$ cat config.mk
export PLATFORM = sky130hd
export DESIGN_NAME = keypad_scanner
export DESIGN_NICKNAME = d
export VERILOG_FILES = /design/src/rtl/keypad_pkg.sv /design/src/rtl/keypad_scan_timer.sv /design/src/rtl/keypad_scanner.sv
export SDC_FILE = /design/constraint.sdc
export NUM_CORES = 1
export LEC_CHECK = 0
export ABC_AREA = 1
export BUFFER_PORTS_ARGS = -buffer_cell sky130_fd_sc_hd__clkbuf_2
export CORE_ASPECT_RATIO = 0.5
export CORE_MARGIN = 2
export CORE_UTILIZATION = 50
export CTS_CLUSTER_SIZE = 10
export DETAILED_ROUTE_END_ITERATION = 12
export PLACE_DENSITY = 0.68
export SLEW_MARGIN = 10
export SYNTH_ARGS = -nofsm -noshare
export SYNTH_HDL_FRONTEND = slang
export SYNTH_HIERARCHICAL = 1
export SYNTH_SLANG_ARGS = --single-unit
export TNS_END_PERCENT = 30
$ cat constraint.sdc
create_clock -name clk -period 4.95 [get_ports clk]
set_input_delay 0.99 -clock clk [delete_from_list [all_inputs] [get_ports clk]]
set_output_delay 0.99 -clock clk [all_outputs]
set_load 0.05 [all_outputs]
$ cat src/rtl/keypad_pkg.sv
// Shared constants, scan-result and FSM state types for the 4x4 keypad scanner.
package keypad_pkg;

  localparam int NUM_ROWS = 4;
  localparam int NUM_COLS = 4;

  typedef enum logic [1:0] {
    RES_NONE   = 2'd0,
    RES_SINGLE = 2'd1,
    RES_MULTI  = 2'd2
  } scan_res_e;

  typedef enum logic [1:0] {
    ST_IDLE     = 2'd0,
    ST_DEBOUNCE = 2'd1,
    ST_PRESSED  = 2'd2,
    ST_RELEASE  = 2'd3
  } key_state_e;

  // Number of closed (low) row lines in one column sample.
  function automatic logic [2:0] count_low(input logic [NUM_ROWS-1:0] v);
    logic [2:0] n;
    n = '0;
    for (int i = 0; i < NUM_ROWS; i++) begin
      n = n + {2'b00, ~v[i]};
    end
    return n;
  endfunction

endpackage

$ cat src/rtl/keypad_scan_timer.sv
// Column dwell timer: holds each column low for SCAN_DIV cycles and flags the
// row sample point and the end of a full four-column scan.
module keypad_scan_timer
  import keypad_pkg::*;
#(
  parameter int SCAN_DIV = 1000
) (
  input  logic                i_clk,
  input  logic                i_rst_n,
  output logic [NUM_COLS-1:0] o_col,
  output logic [1:0]          o_col_idx,
  output logic                o_sample_stb,
  output logic                o_scan_end
);

  localparam int DW = (SCAN_DIV > 1) ? $clog2(SCAN_DIV) : 1;
  localparam logic [DW-1:0] DWELL_LAST = DW'(SCAN_DIV - 1);

  logic [DW-1:0] r_dwell;
  logic [1:0]    r_col_idx;
  logic          w_dwell_last;

  assign w_dwell_last = (r_dwell == DWELL_LAST);

  always_ff @(posedge i_clk or negedge i_rst_n) begin
    if (!i_rst_n) begin
      r_dwell   <= '0;
      r_col_idx <= '0;
    end else if (w_dwell_last) begin
      r_dwell   <= '0;
      r_col_idx <= r_col_idx + 2'd1;
    end else begin
      r_dwell   <= r_dwell + DW'(1);
    end
  end

  // Sampling on the last dwell cycle gives the rows the longest settle time.
  assign o_col        = ~(NUM_COLS'(1) << r_col_idx);
  assign o_col_idx    = r_col_idx;
  assign o_sample_stb = w_dwell_last;
  assign o_scan_end   = w_dwell_last && (r_col_idx == 2'd3);

endmodule

$ cat src/rtl/keypad_scanner.sv
// 4x4 active-low keypad scanner: row synchronizer, per-scan closure
// accumulator and a scan-level debounce FSM producing a press code and strobe.
module keypad_scanner
  import keypad_pkg::*;
#(
  parameter int SCAN_DIV       = 1000,
  parameter int DEBOUNCE_SCANS = 4
) (
  input  logic                clk,
  input  logic                reset,
  input  logic [NUM_ROWS-1:0] row,
  output logic [NUM_COLS-1:0] col,
  output logic [3:0]          key_code,
  output logic                key_valid,
  output logic                key_down,
  output logic                multi_key
);

  localparam int CNT_W = $clog2(DEBOUNCE_SCANS + 1);
  localparam logic [CNT_W-1:0] DEB_MAX = CNT_W'(DEBOUNCE_SCANS);

  logic [1:0]          w_col_idx;
  logic                w_sample_stb;
  logic                w_scan_end;

  logic [NUM_ROWS-1:0] r_row_s1;
  logic [NUM_ROWS-1:0] r_row_s2;
  logic [1:0]          r_acc_cnt;
  logic [3:0]          r_acc_code;

  key_state_e          r_state;
  logic [3:0]          r_cand;
  logic [CNT_W-1:0]    r_cnt;
  logic [3:0]          r_key_code;
  logic                r_key_valid;
  logic                r_key_down;
  logic                r_multi_key;

  logic [2:0]          w_low_cnt;
  logic [1:0]          w_low_sat;
  logic [2:0]          w_total;
  logic [1:0]          w_hit_row;
  logic [3:0]          w_acc_code_nxt;
  logic [1:0]          w_acc_cnt_nxt;
  scan_res_e           w_res;
  logic [CNT_W-1:0]    w_cnt_inc;

  function automatic logic [CNT_W-1:0] sat_inc(input logic [CNT_W-1:0] v);
    return (v >= DEB_MAX) ? v : v + CNT_W'(1);
  endfunction

  function automatic logic [1:0] sat_two(input logic [2:0] v);
    return (v > 3'd1) ? 2'd2 : v[1:0];
  endfunction

  keypad_scan_timer #(
    .SCAN_DIV (SCAN_DIV)
  ) u_timer (
    .i_clk        (clk),
    .i_rst_n      (reset),
    .o_col        (col),
    .o_col_idx    (w_col_idx),
    .o_sample_stb (w_sample_stb),
    .o_scan_end   (w_scan_end)
  );

  always_ff @(posedge clk or negedge reset) begin
    if (!reset) begin
      r_row_s1 <= '1;
      r_row_s2 <= '1;
    end else begin
      r_row_s1 <= row;
      r_row_s2 <= r_row_s1;
    end
  end

  // Closure count saturates at 2: only none / one / many matters.
  always_comb begin
    w_low_cnt = count_low(r_row_s2);
    w_low_sat = sat_two(w_low_cnt);
    w_total   = {1'b0, r_acc_cnt} + {1'b0, w_low_sat};
    w_hit_row = 2'd0;
    for (int i = 0; i < NUM_ROWS; i++) begin
      if (!r_row_s2[i]) w_hit_row = 2'(i);
    end
    w_acc_code_nxt = (w_low_cnt == 3'd1) ? {w_hit_row, w_col_idx} : r_acc_code;
    w_acc_cnt_nxt  = sat_two(w_total);
    case (w_acc_cnt_nxt)
      2'd0:    w_res = RES_NONE;
      2'd1:    w_res = RES_SINGLE;
      default: w_res = RES_MULTI;
    endcase
    w_cnt_inc = sat_inc(r_cnt);
  end

  always_ff @(posedge clk or negedge reset) begin
    if (!reset) begin
      r_acc_cnt  <= '0;
      r_acc_code <= '0;
    end else if (w_scan_end) begin
      r_acc_cnt  <= '0;
      r_acc_code <= '0;
    end else if (w_sample_stb) begin
      r_acc_cnt  <= w_acc_cnt_nxt;
      r_acc_code <= w_acc_code_nxt;
    end
  end

  always_ff @(posedge clk or negedge reset) begin
    if (!reset) begin
      r_state     <= ST_IDLE;
      r_cand      <= '0;
      r_cnt       <= '0;
      r_key_code  <= '0;
      r_key_valid <= 1'b0;
      r_key_down  <= 1'b0;
      r_multi_key <= 1'b0;
    end else begin
      r_key_valid <= 1'b0;
      if (w_scan_end) begin
        r_multi_key <= (w_res == RES_MULTI);
        case (r_state)
          ST_IDLE: begin
            if (w_res == RES_SINGLE) begin
              r_cand <= w_acc_code_nxt;
              if (DEBOUNCE_SCANS == 1) begin
                r_key_code  <= w_acc_code_nxt;
                r_key_down  <= 1'b1;
                r_key_valid <= 1'b1;
                r_cnt       <= '0;
                r_state     <= ST_PRESSED;
              end else begin
                r_cnt       <= CNT_W'(1);
                r_state     <= ST_DEBOUNCE;
              end
            end
          end
          ST_DEBOUNCE: begin
            if ((w_res == RES_SINGLE) && (w_acc_code_nxt == r_cand)) begin
              if (w_cnt_inc == DEB_MAX) begin
                r_key_code  <= r_cand;
                r_key_down  <= 1'b1;
                r_key_valid <= 1'b1;
                r_cnt       <= '0;
                r_state     <= ST_PRESSED;
              end else begin
                r_cnt       <= w_cnt_inc;
              end
            end else begin
              r_cnt   <= '0;
              r_state <= ST_IDLE;
            end
          end
          ST_PRESSED: begin
            if (w_res == RES_NONE) begin
              if (DEBOUNCE_SCANS == 1) begin
                r_key_down <= 1'b0;
                r_cnt      <= '0;
                r_state    <= ST_IDLE;
              end else begin
                r_cnt      <= CNT_W'(1);
                r_state    <= ST_RELEASE;
              end
            end
          end
          ST_RELEASE: begin
            if (w_res == RES_NONE) begin
              if (w_cnt_inc == DEB_MAX) begin
                r_key_down <= 1'b0;
                r_cnt      <= '0;
                r_state    <= ST_IDLE;
              end else begin
                r_cnt      <= w_cnt_inc;
              end
            end else begin
              r_cnt   <= '0;
              r_state <= ST_PRESSED;
            end
          end
          default: begin
            r_cnt   <= '0;
            r_state <= ST_IDLE;
          end
        endcase
      end
    end
  end

  assign key_code  = r_key_code;
  assign key_valid = r_key_valid;
  assign key_down  = r_key_down;
  assign multi_key = r_multi_key;

endmodule

==> results of run 1 <==
final cells by class:
cell class	count	area (um2)	share of cell area, %
multi-input cells	206	1130	42.5
clock buffers	8	80.1	3.01
repair buffers	16	80.1	3.01
well taps	66	82.6	3.10
flip-flops and latches	42	1060	39.9
inverters	60	225	8.47
cell usage after synthesis (all sizes together):
master	count
xnor2	1
dfstp	8
nor2	34
xor2	3
nand4	9
o22ai	5
ha	11
a21oi	5
nor3	2
o21ai	9
clkbuf	2
fa	2
inv	60
o21bai	1
nand2	91
nand3	31
dfrtp	34
buf	1
nor4	1
or2	1
cell families after synthesis:
group | count (synthesis)
xor+xnor | 4
flops | 42
simple gates | 169
buf+inv | 63
compound gates | 20
fa+ha+maj | 13
cells in the final DEF, fill, tap and decap left out, types with 3 or more instances in the layout:
| master | instances |
|---|---|
| dfrtp_1 | 34 |
| clkbuf_1 | 3 |
| clkbuf_8 | 5 |
| nor2_4 | 5 |
| o22ai_1 | 5 |
| ha_1 | 11 |
| nand2_1 | 85 |
| nand3_2 | 4 |
| xor2_1 | 3 |
| inv_1 | 60 |
| o21ai_0 | 8 |
| a21oi_1 | 5 |
| nor2_2 | 7 |
| nand4_1 | 9 |
| nand3_1 | 26 |
| dfstp_2 | 8 |
| nand2_2 | 6 |
| clkbuf_2 | 16 |
| nor2_1 | 22 |
per-stage QoR:
stage	cells	total power [uW]
2_1_floorplan	311	421
3_3_place_gp	390	440
3_5_place_dp	390	443
4_1_cts	398	655
5_1_grt	398	683
6_report	398	644
power by group:
| group | total [uW] | switching, uW | internal, uW |
|---|---|---|---|
| Sequential | 351 | 1.86 | 349 |
| Clock | 208 | 107 | 100 |
| Combinational | 85.5 | 59.8 | 25.7 |
| Total | 644 | 169 | 475 |
registers in the layout, summed over array words and instances, names as in the netlist:
register,count
u_timer/o_col_idx,2
key_code,4
r_acc_cnt,2
r_row_s1,4
r_state,2
r_row_s2,4
r_cnt,3
u_timer/r_dwell,10
key_valid,1
key_down,1
r_cand,4
r_acc_code,4
multi_key,1
worst max-delay path: stages (launching register included):
cell and delay (ns):
dfstp_2 0.56, fa_1 0.41, inv_1 0.06, ha_1 0.16
inv_1 0.05, ha_1 0.33, nor2_4 0.17, ha_1 0.16
inv_1 0.04, fa_1 0.47, nand2_1 0.08, nor2_1 0.16
inv_1 0.10, a21oi_1 0.18, a21oi_1 0.15, o21bai_1 0.18
inv_1 0.08, nand2_1 0.07, nand2_1 0.06, nand2_1 0.05
per-layer routing:
layer  vias to the layer above  wire, um  share of wire (%)  GRT usage (%)
met3                         0       159                3.6           5.15
met2                        28      1990                 45           31.6
met1                       904      2250                 51           26.0
li1                       1002         -                  -              -
met4                         0         0                  0           3.33
met5                         -         0                  0              0
how the worst min path moves through the flow:
stage               slack (ns)        start  cells past startpoint     endpoint
floorplan                 0.35  r_row_s1[0]                      0  r_row_s2[0]
global placement          0.35  r_row_s1[0]                      0  r_row_s2[0]
detailed placement        0.35  r_row_s1[0]                      0  r_row_s2[0]
CTS                       0.36  r_row_s1[0]                      0  r_row_s2[0]
global route              0.36  r_row_s1[0]                      0  r_row_s2[0]
finish                    0.36  r_row_s1[0]                      0  r_row_s2[0]
==> impl_metrics.yaml, run 1 <==
routing:
  drtAntennaViolNets: 0
  dr_total_vias: 1934
  dr.pass1.iters: 4
  drcViolationCount: 0
  viasPerCell: 4.86
  wl_mm: 4.40
  wl_per_cell_um: 11.1
  drtIter0Drc: 79
placement:
  place_hpwl_mm: 3.40
  place_area_mm2: 0.00258
  gp_congestion: 0.828
  io_buffers: 16
  place_worst_setup_slack_ns: 1.32
synthesis:
  synth_area_leaders: "dfrtp_1, nand2_1, inv_1"
  synth_compound_area_share_pct: 4.63
  ys_warn_count: 6
  ys_types: 27
  syn-cell-area_mm2: 0.00243
  syn_inst: 311
  synth_largest_area_cell: "dfrtp_1"
  syn_avg_cell_area_um2: 7.82
  synth_fa_ha_area_share_pct: 7.31
  syn-num-nets: 330
  muxShareOfSynthArea_pct: 0
  ys_ff_latch: 42
  yosys.area_share.simple_pct: 33.1
  synth_xor_area_share_pct: 1.44
  synth_top_family_by_area: "simple AND/OR/NAND/NOR gates"
  synth_top_area_share_pct: 35.0
  ys_seq_area_share_pct: 43.6
final_layout:
  fillers: 408
  layout-drive-gt1-share_pct: 16.3
  final_cell_area_mm2: 0.00266
  antenna_cells: 0
  area.growth.synth_to_final_pct: 9.42
  final_core_util_pct: 58.7
  nets: 350
status:
  outcome: "finished clean"
die:
  die_w_um: 103
  design.core.area_mm2: 0.00453
  rows: 17
  die_y_um: 53.3
  start_util_pct: 53.7
  die_area_mm2: 0.00547
  ios: 17
sta:
  setup_viol: 0
  fin_crit_ns: 3.64
  max_freq_mhz: 275
  tightest_slew_ns: 1.03
  whs_ns: 0.357
  drv_slew: 0
  finalHoldViolCount: 0
  relSlewSlack_pct: 31.2
  setup_ws_ns: 1.31
  finalSetupTns_ns: 0
  rsz0062_at_grt: "no"
  clock_skew_ns: 0.00791
  fin_crit_sh_pct: 73.5
global_route:
  grt_max_degree: 43
  grt_usage_pct: 19.2
  grt_pass1_vias: 1887
  antenna_found_initial: 0
  grt_pass1_wl_mm: 8.12
  grt_overflow: 0
setup_path:
  r2r_end: "r_state[1]"
  worstSetupEndpoint: "r_state[1]"
  crit_start: "r_row_s2[3]"
  crit_fanout: 6
  r2r_cells: 19
  crit_required_ns: 5.13
  rr_startpoint: "r_row_s2[3]"
  crit_type: "flop to flop"
  cp-start-kind: "flop"
  reg2reg_slack_ns: 1.31
  critPathArrivalTime_ns: 3.82
  setup.worst_path.end_class: "flop"
cts:
  numCtsBuffers: 5
  cts_resized: 0
  clk_latency_ns: 0.29
  clkTransAtPathRegs_ns: 0.08
  cts.sink_count: 42
  cts-hold-fix-buffers: 0
  clockBufferDepth: 2
  cts_setup_buffers: 0
  cts_tree: "yes"
  htree_levels: 2
  cts_root_buf: "clkbuf_8"
power:
  power_density_mw_per_mm2: 242
  peakVddDrop_v: 0.000100
  p_leak_uw: 0.00138
hold_path:
  min_path_type: "flop to flop"
job:
  cap_viol_max_count: 0
Power figures use the tool's default switching activity.
==> inputs of run 2 (changes only) <==
ABC_AREA = 0   (was 1)
PLACE_DENSITY = 0.71   (was 0.68)
clock period = 3.03 ns   (was 4.95 ns; I/O delays follow)
==> impl_metrics.yaml, run 2 <==
setup_path:
  critical-path-top-delay-family: "adder cells"
  setup.worst_path.end_class: "flop"
  crit_path_top_delay_cell: "dfstp_2"
  crit_fanout: 5
  crit_required_ns: 3.23
  crit_type: "flop to flop"
  critPathArrivalTime_ns: 3.55
  path_buf_inv: 4
  cp_cell_sequence: "fa_1 > inv_1 > ha_2 > inv_2 > ha_4 > nor3b_4 > ha_4 > inv_2 > fa_1 > nand2_2 > nor3b_4 > buf_6 > nand4b_4 > mux2_2"
  critPathMaxStageDelay_ns: 0.54
  cp-start-kind: "flop"
routing:
  wl_per_cell_um: 13.6
  dr_total_vias: 1527
  viasPerCell: 5.40
  dr.pass1.iters: 4
  drtAntennaViolNets: 0
  drtIter0Drc: 104
  drcViolationCount: 0
  wl_mm: 3.85
power:
  p_leak_uw: 0.00117
  p_int_uw: 963
  switching_share_pct: 22.4
  switching_power_uw: 277
  p_total_uw: 1240
  power_frac_comb_pct: 10.8
  clockPowerShare_pct: 43.1
  power_density_mw_per_mm2: 479
  seqPwrFrac_pct: 46.1
  peakVddDrop_v: 0.000403
sta:
  fin_crit_sh_pct: 111
  clock_skew_ns: 0.0129
  finalHoldViolCount: 0
  drv_slew: 0
  rsz0062_at_grt: "yes"
  max_freq_mhz: 299
  setup_viol: 15
  whs_ns: 0.356
  tightest_slew_ns: 0.995
  relSlewSlack_pct: 33.7
  fin_crit_ns: 3.35
  setup_ws_ns: -0.320
final_layout:
  largest_reg_flops: 10
  ff_latch_area_mm2: 0.00106
  multi_input_area_mm2: 0.00106
  regMostFlops: "u_timer/r_dwell"
  mostFrequentLayoutCell: "dfrtp_1"
  final_core_util_pct: 64.4
  final_cell_area_mm2: 0.00259
  nets: 247
  antenna_cells: 0
  fillers: 303
  area.growth.synth_to_final_pct: 19.9
  final_cell_mix: "dfrtp_1, inv_1, clkbuf_2, nand2_1, buf_4"
  layout-drive-gt1-share_pct: 33.2
cts:
  cts_root_buf: "clkbuf_8"
  clkTransAtPathRegs_ns: 0.09
  numCtsBuffers: 5
  cts_tree: "yes"
  clk_latency_ns: 0.31
  clockBufferDepth: 2
  htree_levels: 2
  cts.sink_count: 42
  cts-hold-fix-buffers: 0
synthesis:
  syn-cell-area_mm2: 0.00216
  ys_types: 49
  ys_warn_count: 6
  syn-num-nets: 217
  ys_seq_area_share_pct: 49.1
  synth-async-reset-ratio_pct: 100
  yosysMostFrequentCell: "dfrtp_1"
  ys_ff_latch: 42
  syn_avg_cell_area_um2: 10.9
  synth_largest_area_cell: "dfrtp_1"
  synth_area_leaders: "dfrtp_1, dfstp_2, ha_1"
  synth_top_area_share_pct: 39.4
  synth_common_cells: "dfrtp_1, inv_1, nand2_1"
  synth_edf_count: 0
  ys.flop_type: "dfrtp_1"
  syn_inst: 198
global_route:
  grt_pass1_vias: 1472
  grt_pass1_wl_mm: 6.91
  grt_usage_pct: 17.8
  grt_overflow: 0
  antenna_found_initial: 0
  grt_max_degree: 43
placement:
  place_worst_setup_slack_ns: -0.467
  io_buffers: 16
  place_area_mm2: 0.00240
  gp_congestion: 0.809
  place_hpwl_mm: 2.71
die:
  die_w_um: 97.0
  die_area_mm2: 0.00490
  die_y_um: 50.5
  start_util_pct: 53.7
  rows: 16
  ios: 17
  design.core.area_mm2: 0.00402
status:
  outcome: "complete, but fails checks"
  violations: "negative setup slack"
job:
  cap_viol_max_count: 0
hold_path:
  min_path_type: "flop to flop"
==> run 2: cell count changes after synthesis, moves of 6 or more <==
cell	delta
mux2_2	+7
xnor2_1	+7
a21oi_1	+6
nor2_2	-7
nand3_1	-16
nand4_1	-7
nand2_1	-71
nor2_1	-10
nand2_2	-6
inv_1	-41
==> run 2: kinds of logic after synthesis <==
| logic type | share of synthesized area (%) |
|---|---|
| buffers and inverters | 5.27 |
| flip-flops | 49.1 |
| multiplexers | 6.83 |
| adder cells (fa/ha/maj) | 8.22 |
| XOR/XNOR | 3.65 |
| AND/OR/NAND/NOR | 17.8 |
| AO/OA/AOI/OAI | 9.15 |
==> run 2: cell type report <==
type | count | share of cell area [%]
Timing Repair Buffer | 30 | 7.44
Inverter | 19 | 2.75
Clock inverter | 3 | 2.66
Multi-Input combinational cell | 130 | 40.9
Clock buffer | 5 | 2.66
Tap cell | 54 | 2.61
Sequential cell | 42 | 40.9
==> run 2: worst paths after layout <==
kind / slack (ns) / start / to / cells after the start
worst max-delay path: -0.32 / r_row_s2[3] / key_code[1] / 14
worst min-delay path: 0.36 / r_row_s1[2] / r_row_s2[2] / 0
worst max register to register: -0.32 / r_row_s2[3] / key_code[1] / 14
worst min register to register: 0.36 / r_row_s1[2] / r_row_s2[2] / 0
max in group asynchronous: 1.96 / reset / r_state[0] / 1
min in group asynchronous: 0.46 / reset / u_timer/r_dwell[9] / 1
==> run 2: repair_timing <==
item,in CTS,in global routing
endpoints found under the setup margin,15,16
pin swaps,5,1
buffers inserted,2,0
resized for setup,6,5
==> run 2: stage by stage <==
step / instances / TNS, ns
4_1_cts: 283 / -4.03
2_1_floorplan: 198 / -4.61
5_1_grt: 283 / -5.95
3_3_place_gp: 273 / -4.26
6_report: 283 / -3.63
3_5_place_dp: 273 / -5.37
==> run 2: routing by layer <==
layer | global-route usage (%) | vias to the layer above | share of wire [%]
met3 | 4.74 | 8 | 3.4
met5 | 0 | - | 0
li1 | - | 741 | -
met2 | 29.4 | 22 | 47
met4 | 6.81 | 0 | 1.4
met1 | 23.0 | 756 | 48
==> run 2: worst register-to-register path, delay by kind of cell, from the launching register on <==
kind	cells	cell delay, ns
and+or+nand+nor	4	0.66
adders and majority gates	5	1.48
muxes	1	0.30
DFF	1	0.54
buffers and inverters	4	0.27
==> run 2: power groups by stage <==
stage	Clock [uW]	Sequential, uW	Combinational (uW)
after floorplan	0	583	80.6
after global placement	0	583	119
after detailed placement	0	583	122
after CTS	542	572	133
after global routing	566	573	147
final	535	572	133
==> inputs of run 3 (changes only) <==
CELL_PAD_IN_SITES_DETAIL_PLACEMENT = 0   (was unset)
CELL_PAD_IN_SITES_GLOBAL_PLACEMENT = 1   (was unset)
CORE_UTILIZATION = 42   (was 50)
PLACE_DENSITY = 0.74   (was 0.71)
==> impl_metrics.yaml, run 3 (same netlist as run 2, synthesis figures left out) <==
power:
  p_leak_uw: 0.00117
  power_frac_comb_pct: 11.8
  p_total_uw: 1140
  switching_share_pct: 22.8
  p_int_uw: 882
  power_density_mw_per_mm2: 438
  clockPowerShare_pct: 38.1
  peakVddDrop_v: 0.000218
  seqPwrFrac_pct: 50.1
  switching_power_uw: 260
cts:
  cts.sink_count: 42
  htree_levels: 2
  numCtsBuffers: 5
  cts_root_buf: "clkbuf_8"
  clkTransAtPathRegs_ns: 0.08
  clockBufferDepth: 2
  cts_tree: "yes"
  cts-hold-fix-buffers: 0
  clk_latency_ns: 0.29
placement:
  place_hpwl_mm: 2.66
  gp_congestion: 0.716
  place_area_mm2: 0.00244
  numPlacedInstances: 292
  place_worst_setup_slack_ns: -0.445
  io_buffers: 16
global_route:
  grt_pass1_wl_mm: 6.36
  grt_max_degree: 43
  grt_overflow: 0
  grt_pass1_vias: 1407
  antenna_found_initial: 0
  grt_usage_pct: 14.3
final_layout:
  final_cell_mix: "dfrtp_1, inv_1, clkbuf_2, buf_4, nand2_1"
  regMostFlops: "u_timer/r_dwell"
  mostFrequentLayoutCell: "dfrtp_1"
  layout-drive-gt1-share_pct: 33.2
  final_cell_area_mm2: 0.00261
  fin_cells: 302
  nets: 250
  largest_reg_flops: 10
  area.growth.synth_to_final_pct: 20.6
  antenna_cells: 0
routing:
  dr_total_vias: 1444
  dr.pass1.iters: 4
  drtIter0Drc: 37
  drtAntennaViolNets: 0
  viasPerCell: 4.78
  wl_per_cell_um: 12.3
  wl_mm: 3.71
  drcViolationCount: 0
sta:
  rsz0062_at_grt: "yes"
  fin_crit_sh_pct: 111
  relSlewSlack_pct: 32.6
  clock_skew_ns: 0.00898
  fin_crit_ns: 3.35
  drv_slew: 0
  tightest_slew_ns: 1.01
  max_freq_mhz: 298
  setup_viol: 15
  finalHoldViolCount: 0
  setup_ws_ns: -0.324
  whs_ns: 0.357
setup_path:
  crit_type: "flop to flop"
  critPathArrivalTime_ns: 3.54
  crit_required_ns: 3.21
  setup.worst_path.end_class: "flop"
  crit_fanout: 5
  cp-start-kind: "flop"
job:
  cap_viol_max_count: 0
die:
  ios: 17
  design.core.area_mm2: 0.00493
  start_util_pct: 43.8
  die_y_um: 54.7
  die_w_um: 105
  die_area_mm2: 0.00577
  rows: 18
hold_path:
  min_path_type: "flop to flop"
status:
  violations: "negative setup slack"
  outcome: "complete, but fails checks"
run 3: repair_timing:
| item | 4_1_cts | 5_1_grt |
|---|---|---|
| hold endpoints to repair | 0 | 0 |
| buffers inserted | 1 | 1 |
| pin swaps | 7 | 3 |
| setup endpoints to repair | 15 | 15 |
| resized for setup | 8 | 3 |
run 3: area by class of cell:
cell class	instances	area, um2
tap	70	87.6
clock inverter	2	37.5
sequential	42	1060
fill	438	2330
clock buffer	6	72.6
inverter	19	71.3
multi-input combinational	130	1060
timing repair buffer	33	215
run 3: metrics by stage:
stage               utilization (%)  TNS (ns)
floorplan                         -     -4.61
global placement               49.5     -4.49
detailed placement             49.5     -5.39
CTS                            52.4     -3.36
global route                   52.8     -5.70
finish                         52.8     -3.25
run 3: worst paths after layout:
kind / slack, ns / start / cells past startpoint / to
worst max register to register: -0.32 / r_row_s2[3] / 14 / key_code[0]
max in group asynchronous: 1.93 / reset / 1 / r_acc_cnt[1]
worst min register to register: 0.36 / r_row_s1[3] / 0 / r_row_s2[3]
worst max-delay path: -0.32 / r_row_s2[3] / 14 / key_code[0]
min in group asynchronous: 0.48 / reset / 1 / u_timer/r_dwell[8]
worst min-delay path: 0.36 / r_row_s1[3] / 0 / r_row_s2[3]
run 3: worst max-delay path: stages, from the launching register on:
cell and delay [ns]:
dfstp_2 0.54, fa_1 0.40, inv_1 0.07, ha_2 0.18, inv_2 0.04, ha_4 0.22
nor3b_4 0.22, ha_4 0.16, inv_2 0.03, fa_1 0.50, nand2_2 0.08, nor3b_4 0.19
buf_6 0.13, nand4b_4 0.14, mux2_4 0.33
run 3: per-layer routing:
| metal | GRT usage [%] | vias up | share of wire, % |
|---|---|---|---|
| met4 | 4.67 | 0 | 0.51 |
| met2 | 24.1 | 8 | 44 |
| met3 | 3.93 | 2 | 2.3 |
| met5 | 0 | - | 0 |
| li1 | - | 743 | - |
| met1 | 18.5 | 691 | 53 |
run 3: power groups by stage:
stage	registers [uW]	logic [uW]	clock network, uW
floorplan	583	80.6	0
global placement	583	123	0
detailed placement	583	124	0
CTS	572	134	448
global route	573	150	474
finish	572	135	435
